[config.mk]
export PLATFORM = sky130hd
export DESIGN_NAME = spectrum_peak_finder
export DESIGN_NICKNAME = d
export VERILOG_FILES = /design/src/rtl/spectrum_peak_finder.sv
export SDC_FILE = /design/constraint.sdc
export NUM_CORES = 1
export LEC_CHECK = 0
export CORE_MARGIN = 10
export CORE_UTILIZATION = 40
export CTS_CLUSTER_SIZE = 24
export DETAILED_ROUTE_END_ITERATION = 8
export HOLD_SLACK_MARGIN = 0.05
export PLACE_DENSITY = 0.64
export REMOVE_ABC_BUFFERS = 1
export SLEW_MARGIN = 20
export SYNTH_ARGS = -nofsm -noshare
export SYNTH_HDL_FRONTEND = slang
export SYNTH_SLANG_ARGS = --single-unit
[constraint.sdc]
create_clock -name clk -period 2.7 [get_ports clk]
set_input_delay 0.27 -clock clk [delete_from_list [all_inputs] [get_ports clk]]
set_output_delay 0.27 -clock clk [all_outputs]
set_load 0.005 [all_outputs]
[src/rtl/spectrum_peak_finder.sv]
// Per-frame peak search over a spectrum stream: reports the strongest bin
// at or above MIN_BIN (lowest index wins ties) once every N_BINS samples.
module spectrum_peak_finder #(
    parameter int N_BINS  = 256,
    parameter int MIN_BIN = 1,
    localparam int BW     = $clog2(N_BINS)
) (
    input  logic                clk,
    input  logic                arstn,
    input  logic                i_vld,
    input  logic                i_sof,
    input  logic signed [31:0]  i_mag,
    input  logic signed [31:0]  i_phase,
    output logic                o_vld,
    output logic [BW-1:0]       o_bin,
    output logic signed [31:0]  o_mag,
    output logic signed [31:0]  o_phase,
    output logic                o_err
);

    typedef enum logic {IDLE, ACCUM} state_t;

    localparam logic [BW-1:0] LAST_BIN = BW'(N_BINS - 1);
    localparam logic [BW-1:0] MIN_IDX  = BW'(MIN_BIN);

    state_t             state_q, state_d;
    logic [BW-1:0]      cnt_q, cnt_d;
    logic               have_best_q, have_best_d;
    logic [BW-1:0]      best_bin_q, best_bin_d;
    logic signed [31:0] best_mag_q, best_mag_d;
    logic signed [31:0] best_phase_q, best_phase_d;

    logic               start;
    logic               accept;
    logic               last;
    logic               abort;
    logic [BW-1:0]      idx;

    always_comb begin
        state_d      = state_q;
        cnt_d        = cnt_q;
        have_best_d  = have_best_q;
        best_bin_d   = best_bin_q;
        best_mag_d   = best_mag_q;
        best_phase_d = best_phase_q;
        start        = 1'b0;
        accept       = 1'b0;
        last         = 1'b0;
        abort        = 1'b0;
        idx          = '0;

        if (i_vld) begin
            unique case (state_q)
                IDLE: begin
                    if (i_sof) begin
                        start  = 1'b1;
                        accept = 1'b1;
                    end
                end
                ACCUM: begin
                    accept = 1'b1;
                    if (i_sof) begin
                        start = 1'b1;
                        abort = 1'b1;
                    end else begin
                        idx  = cnt_q;
                        last = (cnt_q == LAST_BIN);
                    end
                end
                default: ;
            endcase
        end

        if (start) begin
            state_d     = ACCUM;
            cnt_d       = BW'(1);
            have_best_d = 1'b0;
        end else if (accept) begin
            cnt_d = cnt_q + BW'(1);
        end

        // have_best_d is already cleared on a frame start, so bin 0 can load when MIN_BIN is 0
        if (accept && (idx >= MIN_IDX) && (!have_best_d || (i_mag > best_mag_q))) begin
            have_best_d  = 1'b1;
            best_bin_d   = idx;
            best_mag_d   = i_mag;
            best_phase_d = i_phase;
        end

        if (last) begin
            state_d     = IDLE;
            cnt_d       = '0;
            have_best_d = 1'b0;
        end
    end

    always_ff @(posedge clk or negedge arstn) begin
        if (!arstn) begin
            state_q      <= IDLE;
            cnt_q        <= '0;
            have_best_q  <= 1'b0;
            best_bin_q   <= '0;
            best_mag_q   <= '0;
            best_phase_q <= '0;
        end else begin
            state_q      <= state_d;
            cnt_q        <= cnt_d;
            have_best_q  <= have_best_d;
            best_bin_q   <= best_bin_d;
            best_mag_q   <= best_mag_d;
            best_phase_q <= best_phase_d;
        end
    end

    always_ff @(posedge clk or negedge arstn) begin
        if (!arstn) begin
            o_vld   <= 1'b0;
            o_err   <= 1'b0;
            o_bin   <= '0;
            o_mag   <= '0;
            o_phase <= '0;
        end else begin
            o_vld <= last;
            o_err <= abort;
            if (last) begin
                o_bin   <= best_bin_d;
                o_mag   <= best_mag_d;
                o_phase <= best_phase_d;
            end
        end
    end

endmodule

Yosys cells after proc, flatten, opt, wreduce, memory -nomap -nowiden
Index checks and enable logic that the tools add are counted.
Storage, ports and cells
  word-level logic and storage cells: 45
  register bits after elaboration: 156
Cells by class
  reductions and logical operators: 6
  equal/unequal tests: 1
  bitwise gates (word level): 1
  add/sub/neg operators: 1
  multiplexer cells: 23
  magnitude comparators: 2
Operator list (count)
  $mux 32: 2
  $mux 8: 7
  $gt 32x32->1: 1
  $mux 1: 13
  $add 8x1->8 const B: 1
  $eq 8x8->1 const B: 1
  $ge 8x1->1 const B: 1
  $reduce_bool 3->1: 1
  $logic_and 1x1->1: 2
  $pmux 1 s2: 1
  $reduce_bool 2->1: 1
  $logic_not 1->1: 1
  $logic_or 1x1->1: 1
  $not 1->1: 1

Logic depth before layout (Yosys ltp)
Gate-level depths: netlist of the first run.
  depth in word-level cells: 8
  depth in mapped cells: 11
  gate-level depth less buffers: 9

Least setup slack after synthesis of the first run
Ideal clock, no wire load.
  path type: register -> register
  from: reg best_mag_q[31]
  to: reg o_phase[0]
  buffers on the path: 2
  setup slack: -0.129 ns
  required time: 2.565 ns
  library setup time: 0.135 ns
  arrival time: 2.694 ns
  cell stages (with the launch flop): 12
  cells stage by stage: dfrtp_1 -> inv_1 -> ha_1 -> nand4_2 -> nor4_4 -> or3b_1 -> and3_1 -> buf_6 -> a32o_1 -> clkbuf_1 -> o21ai_0 -> a31oi_1
Between the ends
  cells in the longest elaborated chain, start to end: 4
Ends and longest elaborated chain
  start, declared: RTL line 30  | logic signed [31:0] best_mag_q, best_mag_d;
  start signal, assigned: RTL line 110  | best_mag_q <= best_mag_d;
  $gt 32x32->1: RTL line 83  | if (accept && (idx >= MIN_IDX) && (!have_best_d || (i_mag > best_mag_q))) begin
  $logic_or 1x1->1: RTL line 83
  $logic_and 1x1->1: RTL line 83
  $mux 32: RTL line 83
  end signal, assigned: RTL line 128  | o_phase <= best_phase_d;
  end, declared: RTL line 17  | output logic signed [31:0] o_phase,
No other way between the ends.
A chain may end at the register's enable or synchronous reset.

Worst setup path after layout of the first run
  from: reg best_mag_q[30]
  to: reg o_mag[8]
Between the ends
  cells in the longest elaborated chain, start to end: 4
Ends and longest elaborated chain
  $gt 32x32->1: RTL line 83
  $logic_or 1x1->1: RTL line 83
  $logic_and 1x1->1: RTL line 83
  $mux 32: RTL line 83
  end signal, assigned: RTL line 127  | o_mag <= best_mag_d;
  end, declared: RTL line 16  | output logic signed [31:0] o_mag,
No other way between the ends.

==> impl_metrics.tcl, run 1 <==
set metrics [dict create \
    final_cell_area_um2 11000 \
    fin_nets 1044 \
    boundaryPins 142 \
    critPathBufInv 2 \
    critical_path_arrival_ns 3.17 \
    crit_fanout 24 \
    cts_tree "done" \
    critPathKind "reg2reg" \
    cpPeakStageDelay_ns 0.38 \
    cp-start-kind "register" \
    drtAntennaViolNets 0 \
    fin_setup_tns_ns -9.87 \
    cp_top_family "simple AND/OR/NAND/NOR gates" \
    routabilityCongestion 0.799 \
    synth_cell_types 38 \
    synthCells 745 \
    cts_root_buf "clkbuf_16" \
    ys_seq_area_share_pct 54.9 \
    finalSetupViolations 138 \
    fin_skew_ns 0.0118 \
    final_util_pct 63.6 \
    ctsHtreeMaxLevel 4 \
    hpwl_um 13800 \
    die_area_um2 23500 \
    coreArea_um2 17400 \
    cts.clk_slew.worst_paths_ns 0.06 \
    diodes 0 \
    p_leak_nw 4.87 \
    start_util_pct 41.0 \
    cts_max_path_buffers 2 \
    dp_slack_ns -0.638 \
    fin_crit_ns 2.87 \
    first_global_vias 6500 \
    slew_viol_final 0 \
    fp.dieW_um 153 \
    post_dp_cell_area_um2 9250 \
    wire_per_inst_um 19.1 \
    p_per_area_nw_per_um2 812 \
    run_status "finished with violations" \
    area_delta_synth_final_pct 55.1 \
    drt_pass1_iterations 5 \
    clkLatencyLatePin_ns 0.43 \
    die_y_um 153 \
    via_count 6442 \
    setup_slack_ns -0.167 \
    synth_warnings 0 \
    drt_iter0_markers 407 \
    final-hold-violation-count 0 \
    vdd_drop_max_uv 558 \
    hold_class "in2async" \
    grt_max_degree 56 \
    grt_pass1_wl_um 33700 \
    antenna_found_initial 0 \
    hold_slack_ns 0.355 \
    crit_chain "inv_1, ha_1, nand4_4, nor4_4, or3b_1, and3_4, a32o_2, clkbuf_16, o21ai_1, a21oi_1" \
    synth-seq-cells 156 \
    slew_headroom_pct 62.0 \
    synth_area_um2 7120 \
    port_buffers 141 \
    cts.sinks 156 \
    rsz0062_at_grt "yes" \
    grtUsageTotal_pct 17.3 \
    worst_pin_slew_ns 0.570 \
    numCtsBuffers 17 \
    vias_per_cell 5.46 \
    fmax_mhz 349 \
    post-route-drc-count 0 \
    drive_gt1_share_pct 27.5 \
    cp.required_ns 3.01 \
    routed_wirelength_um 22500 \
    end_kind "register" \
    violations "setup timing" \
    fp-row-count 48 \
    fin_crit_sh_pct 106 \
    maxCapViolCount 0 \
    synth.avg_cell_area_um2 9.55 \
    gr-total-overflow 0 \
    slowest_stage "or3b_1" \
]
==> layout by cell type (no fill, tap or decap), drive strengths merged, types with 5 or more instances in the layout <==
cell / count
a21oi: 57
a31oi: 66
buf: 80
clkbuf: 28
clkdlybuf4s50: 140
clkinvlp: 5
dfrtp: 156
ha: 33
inv: 39
nand2: 66
nand3: 47
nand4: 11
nor2: 81
o21ai: 104
==> metal layers <==
metal / share of wire, % / global-route usage (%)
met4: 1.5 / 5.44
met1: 44 / 22.7
met3: 6.1 / 4.01
met2: 49 / 27.7
met5: 0 / 0
==> worst register-to-register path, delay by kind of cell (launching register included) <==
family | cells | cell delay (ns)
fa+ha+maj | 1 | 0.34
compound gates | 3 | 0.71
buf+inv | 2 | 0.32
simple gates | 4 | 1.03
flops | 1 | 0.35
==> per-stage QoR <==
stage	power, mW	std cells
after floorplan	4.41	696
after global placement	5.55	1125
after detailed placement	5.62	1125
after CTS	8.05	1161
after global routing	9.53	1180
final	8.96	1180
==> final timing paths <==
path	startpoint	to	slack, ns	cells after the start
worst max-delay path	best_mag_q[30]	o_mag[8]	-0.17	10
worst min-delay path	arstn	o_vld	0.36	2
worst max register to register	best_mag_q[30]	o_mag[8]	-0.17	10
worst min register to register	o_bin[2]	o_bin[2]	0.47	2
max in group asynchronous	arstn	o_phase[21]	1.54	3
min in group clk	i_phase[23]	best_phase_q[23]	0.41	3
==> power breakdown <==
part / total [mW] / switching [mW] / internal (mW) / leakage (nW)
clock: 2.20 / 0.961 / 1.24 / 0.253
sequential: 3.17 / 0.320 / 2.85 / 2.06
combinational: 3.59 / 1.88 / 1.71 / 2.55
total: 8.96 / 3.17 / 5.80 / 4.87
==> sequential cells by signal, indices dropped and copies added, names as in the netlist, 8 cells and up <==
| name | count |
|---|---|
| o_bin | 8 |
| o_phase | 32 |
| cnt_q | 8 |
| best_mag_q | 32 |
| o_mag | 32 |
| best_phase_q | 32 |
| best_bin_q | 8 |
==> layout make-up <==
type / instances / area, µm²
clock buffer: 21 / 470
tap: 225 / 282
inverter: 38 / 145
clock inverter: 10 / 66.3
sequential: 156 / 3900
multi-input combinational: 502 / 3690
timing repair buffer: 228 / 2480
fill: 1443 / 6320
==> what timing repair did <==
| item | CTS | global route |
|---|---|---|
| setup endpoints to repair | 144 | 144 |
| endpoints found under the hold margin | 44 | 0 |
| hold buffers | 1 | 0 |
| pin swaps | 19 | 65 |
| setup buffers | 3 | 13 |
| resized for setup | 73 | 173 |
| cloned | 1 | 8 |
==> Yosys cell counts (all sizes together) <==
cell type  number  area (µm²)
a21o            4        30.0
nor3            2        10.0
dfrtp         156        3900
nor4            3        33.8
nand4          11        75.1
a32o            1        10.0
buf            18         140
o31ai           4        30.0
nand2          66         250
a211oi          1        7.51
nor2           81         304
or3b            1        8.76
and2            1        6.26
and3            3        18.8
o22ai           2        12.5
nor3b           1        7.51
xnor2           1        8.76
or4b            1        10.0
o211a           1        10.0
nor2b           1        6.26
xor2            4        35.0
o21ai         104         521
o211ai          4        30.0
inv            38         143
clkbuf         31         116
or3             1        6.26
ha             33         413
nand3          47         240
a31oi          66         413
a21oi          57         289
a32oi           1        27.5
==> kinds of logic (layout without fill, tap and decap cells) <==
family          after synthesis  after routing  synth area share, %
simple gates                219            219                 13.7
xor+xnor                      5              5                0.615
fa+ha+maj                    33             33                 5.80
buf+inv                      87            297                 5.61
compound gates              245            245                 19.4
flops                       156            156                 54.9
Note: power is estimated with default switching activity, not from simulation.
==> run 2, diff against run 1 <==
- SKIP_LAST_GASP: unset -> 1
==> impl_metrics.tcl, run 2 (synthesized netlist as in run 1, its figures left out) <==
set metrics [dict create \
    end_kind "register" \
    use_met2_pct 27.7 \
    slew_viol_final 0 \
    cts.clk_slew.worst_paths_ns 0.06 \
    cts_tree "done" \
    p_leak_nw 4.78 \
    vias_per_cell 5.45 \
    setup_slack_ns -0.129 \
    fmax_mhz 353 \
    rsz0062_at_grt "yes" \
    regArea_um2 3900 \
    drt_pass1_iterations 5 \
    maxCapViolCount 0 \
    cts_max_path_buffers 2 \
    via_count 6426 \
    gr-max-usage-layer "met2" \
    antenna_found_initial 0 \
    area_delta_synth_final_pct 48.8 \
    cts.sinks 156 \
    rr_startpoint "best_mag_q[14]" \
    critical_path_arrival_ns 3.13 \
    grtUsageTotal_pct 17.3 \
    coreArea_um2 17400 \
    violations "setup timing" \
    slew_headroom_pct 66.6 \
    hpwl_um 13800 \
    fp.dieW_um 153 \
    die_y_um 153 \
    crit_fanout 9 \
    grt_pass1_wl_um 33700 \
    fillers 1503 \
    drive_gt1_share_pct 18.8 \
    cp.required_ns 3.00 \
    final_common_cell "dfrtp_1" \
    boundaryPins 142 \
    gr-total-overflow 0 \
    use_met3_pct 4.01 \
    ff2ff_path_depth 10 \
    ctsHtreeMaxLevel 4 \
    final-hold-violation-count 0 \
    worst_pin_slew_ns 0.501 \
    routed_wirelength_um 22700 \
    r2r-end "o_bin[0]" \
    run_status "finished with violations" \
    fin_skew_ns 0.0114 \
    numCtsBuffers 17 \
    cp-start-kind "register" \
    layout_common_cells "156 x dfrtp_1, 140 x clkdlybuf4s50_1, 80 x nor2_1" \
    hold_class "in2async" \
    p_per_area_nw_per_um2 795 \
    first_global_vias 6483 \
    die_area_um2 23500 \
    grt_max_degree 56 \
    drtAntennaViolNets 0 \
    start_util_pct 41.0 \
    final_util_pct 61.0 \
    multiInputGateArea_um2 3210 \
    routabilityCongestion 0.799 \
    critPathKind "reg2reg" \
    drt_iter0_markers 328 \
    fin_crit_sh_pct 105 \
    cts_root_buf "clkbuf_16" \
    post-route-drc-count 0 \
    port_buffers 141 \
    stdcell_count 1180 \
    reg2reg_slack_ns -0.13 \
    fin_crit_ns 2.83 \
    fp-row-count 48 \
    diodes 0 \
    met1_usage_pct 22.7 \
    vdd_drop_max_uv 501 \
    finalSetupViolations 141 \
    dp.cells 1125 \
    fin_nets 1044 \
    wire_per_inst_um 19.2 \
    clkLatencyLatePin_ns 0.42 \
]
run 2: cell types whose count changed in the layout (fill, tap and decap cells not counted), moves of 3 or more:
cell / before / now
nand3_1: 18 / 43
a21oi_2: 6 / 1
o21ai_4: 4 / 10
a21oi_1: 50 / 55
o21ai_2: 69 / 24
buf_4: 51 / 47
a31oi_1: 57 / 66
nand3_4: 16 / 1
nand3_2: 13 / 3
a31oi_4: 7 / 0
o31ai_4: 0 / 3
o21ai_1: 27 / 67
o31ai_2: 4 / 0
run 2: timing repair:
action / 4_1_cts / 5_1_grt
endpoints found under the setup margin: 144 / 144
hold buffers: 1 / 0
cloned: 1 / 14
pin swaps: 19 / 29
buffers inserted: 3 / 5
hold endpoints to repair: 44 / 0
resized for setup: 65 / 89
run 2: final cells by class:
| class | instances | area share (%) |
|---|---|---|
| multi-input cells | 503 | 30.3 |
| well taps | 225 | 2.66 |
| clock inverters | 10 | 0.626 |
| inverters | 38 | 1.37 |
| repair buffers | 227 | 23.7 |
| clock buffers | 21 | 4.44 |
| flip-flops and latches | 156 | 36.9 |
run 2: stage by stage:
stage	power, mW	worst slack [ns]	area [µm²]	hold slack, ns	setup TNS, ns
floorplan	4.41	-1.65	6860	-0.0256	-196.23
global placement	5.55	-0.613	9250	0.241	-75.12
detailed placement	5.62	-0.638	9250	0.241	-78.19
CTS	8.02	-0.112	10000	0.365	-9.64
global route	8.97	-0.211	10600	0.396	-22.47
finish	8.42	-0.129	10600	0.357	-7.68
run 2: report_power, final:
part	switching, mW	total (mW)	internal (mW)
Clock	0.950	2.19	1.24
Combinational	1.67	3.13	1.46
Sequential	0.247	3.10	2.85
run 2: worst max-delay path: stages (launching register included):
cell and delay, ns:
dfrtp_1 0.37, inv_2 0.06, ha_4 0.26, nand4_1 0.12
or3_4 0.42, or3b_1 0.39, and3_4 0.19, a21o_2 0.31
buf_4 0.22, o211ai_1 0.24, a31oi_1 0.12
run 2: how the worst max path moves through the flow:
stage	startpoint	endpoint	slack, ns
floorplan	best_mag_q[31]	best_mag_q[10]	-1.65
global placement	i_mag[14]	o_phase[1]	-0.61
detailed placement	i_mag[14]	o_phase[1]	-0.64
CTS	best_mag_q[24]	best_bin_q[7]	-0.11
global route	best_mag_q[15]	o_phase[30]	-0.21
finish	best_mag_q[14]	o_bin[0]	-0.13
run 2: per-layer routing:
layer	vias up	part of all wire, %	wire, µm
met1	3148	44	9960
met2	197	48	10900
li1	3052	-	-
met5	-	0	0
met4	0	2.0	452
met3	29	6.2	1410
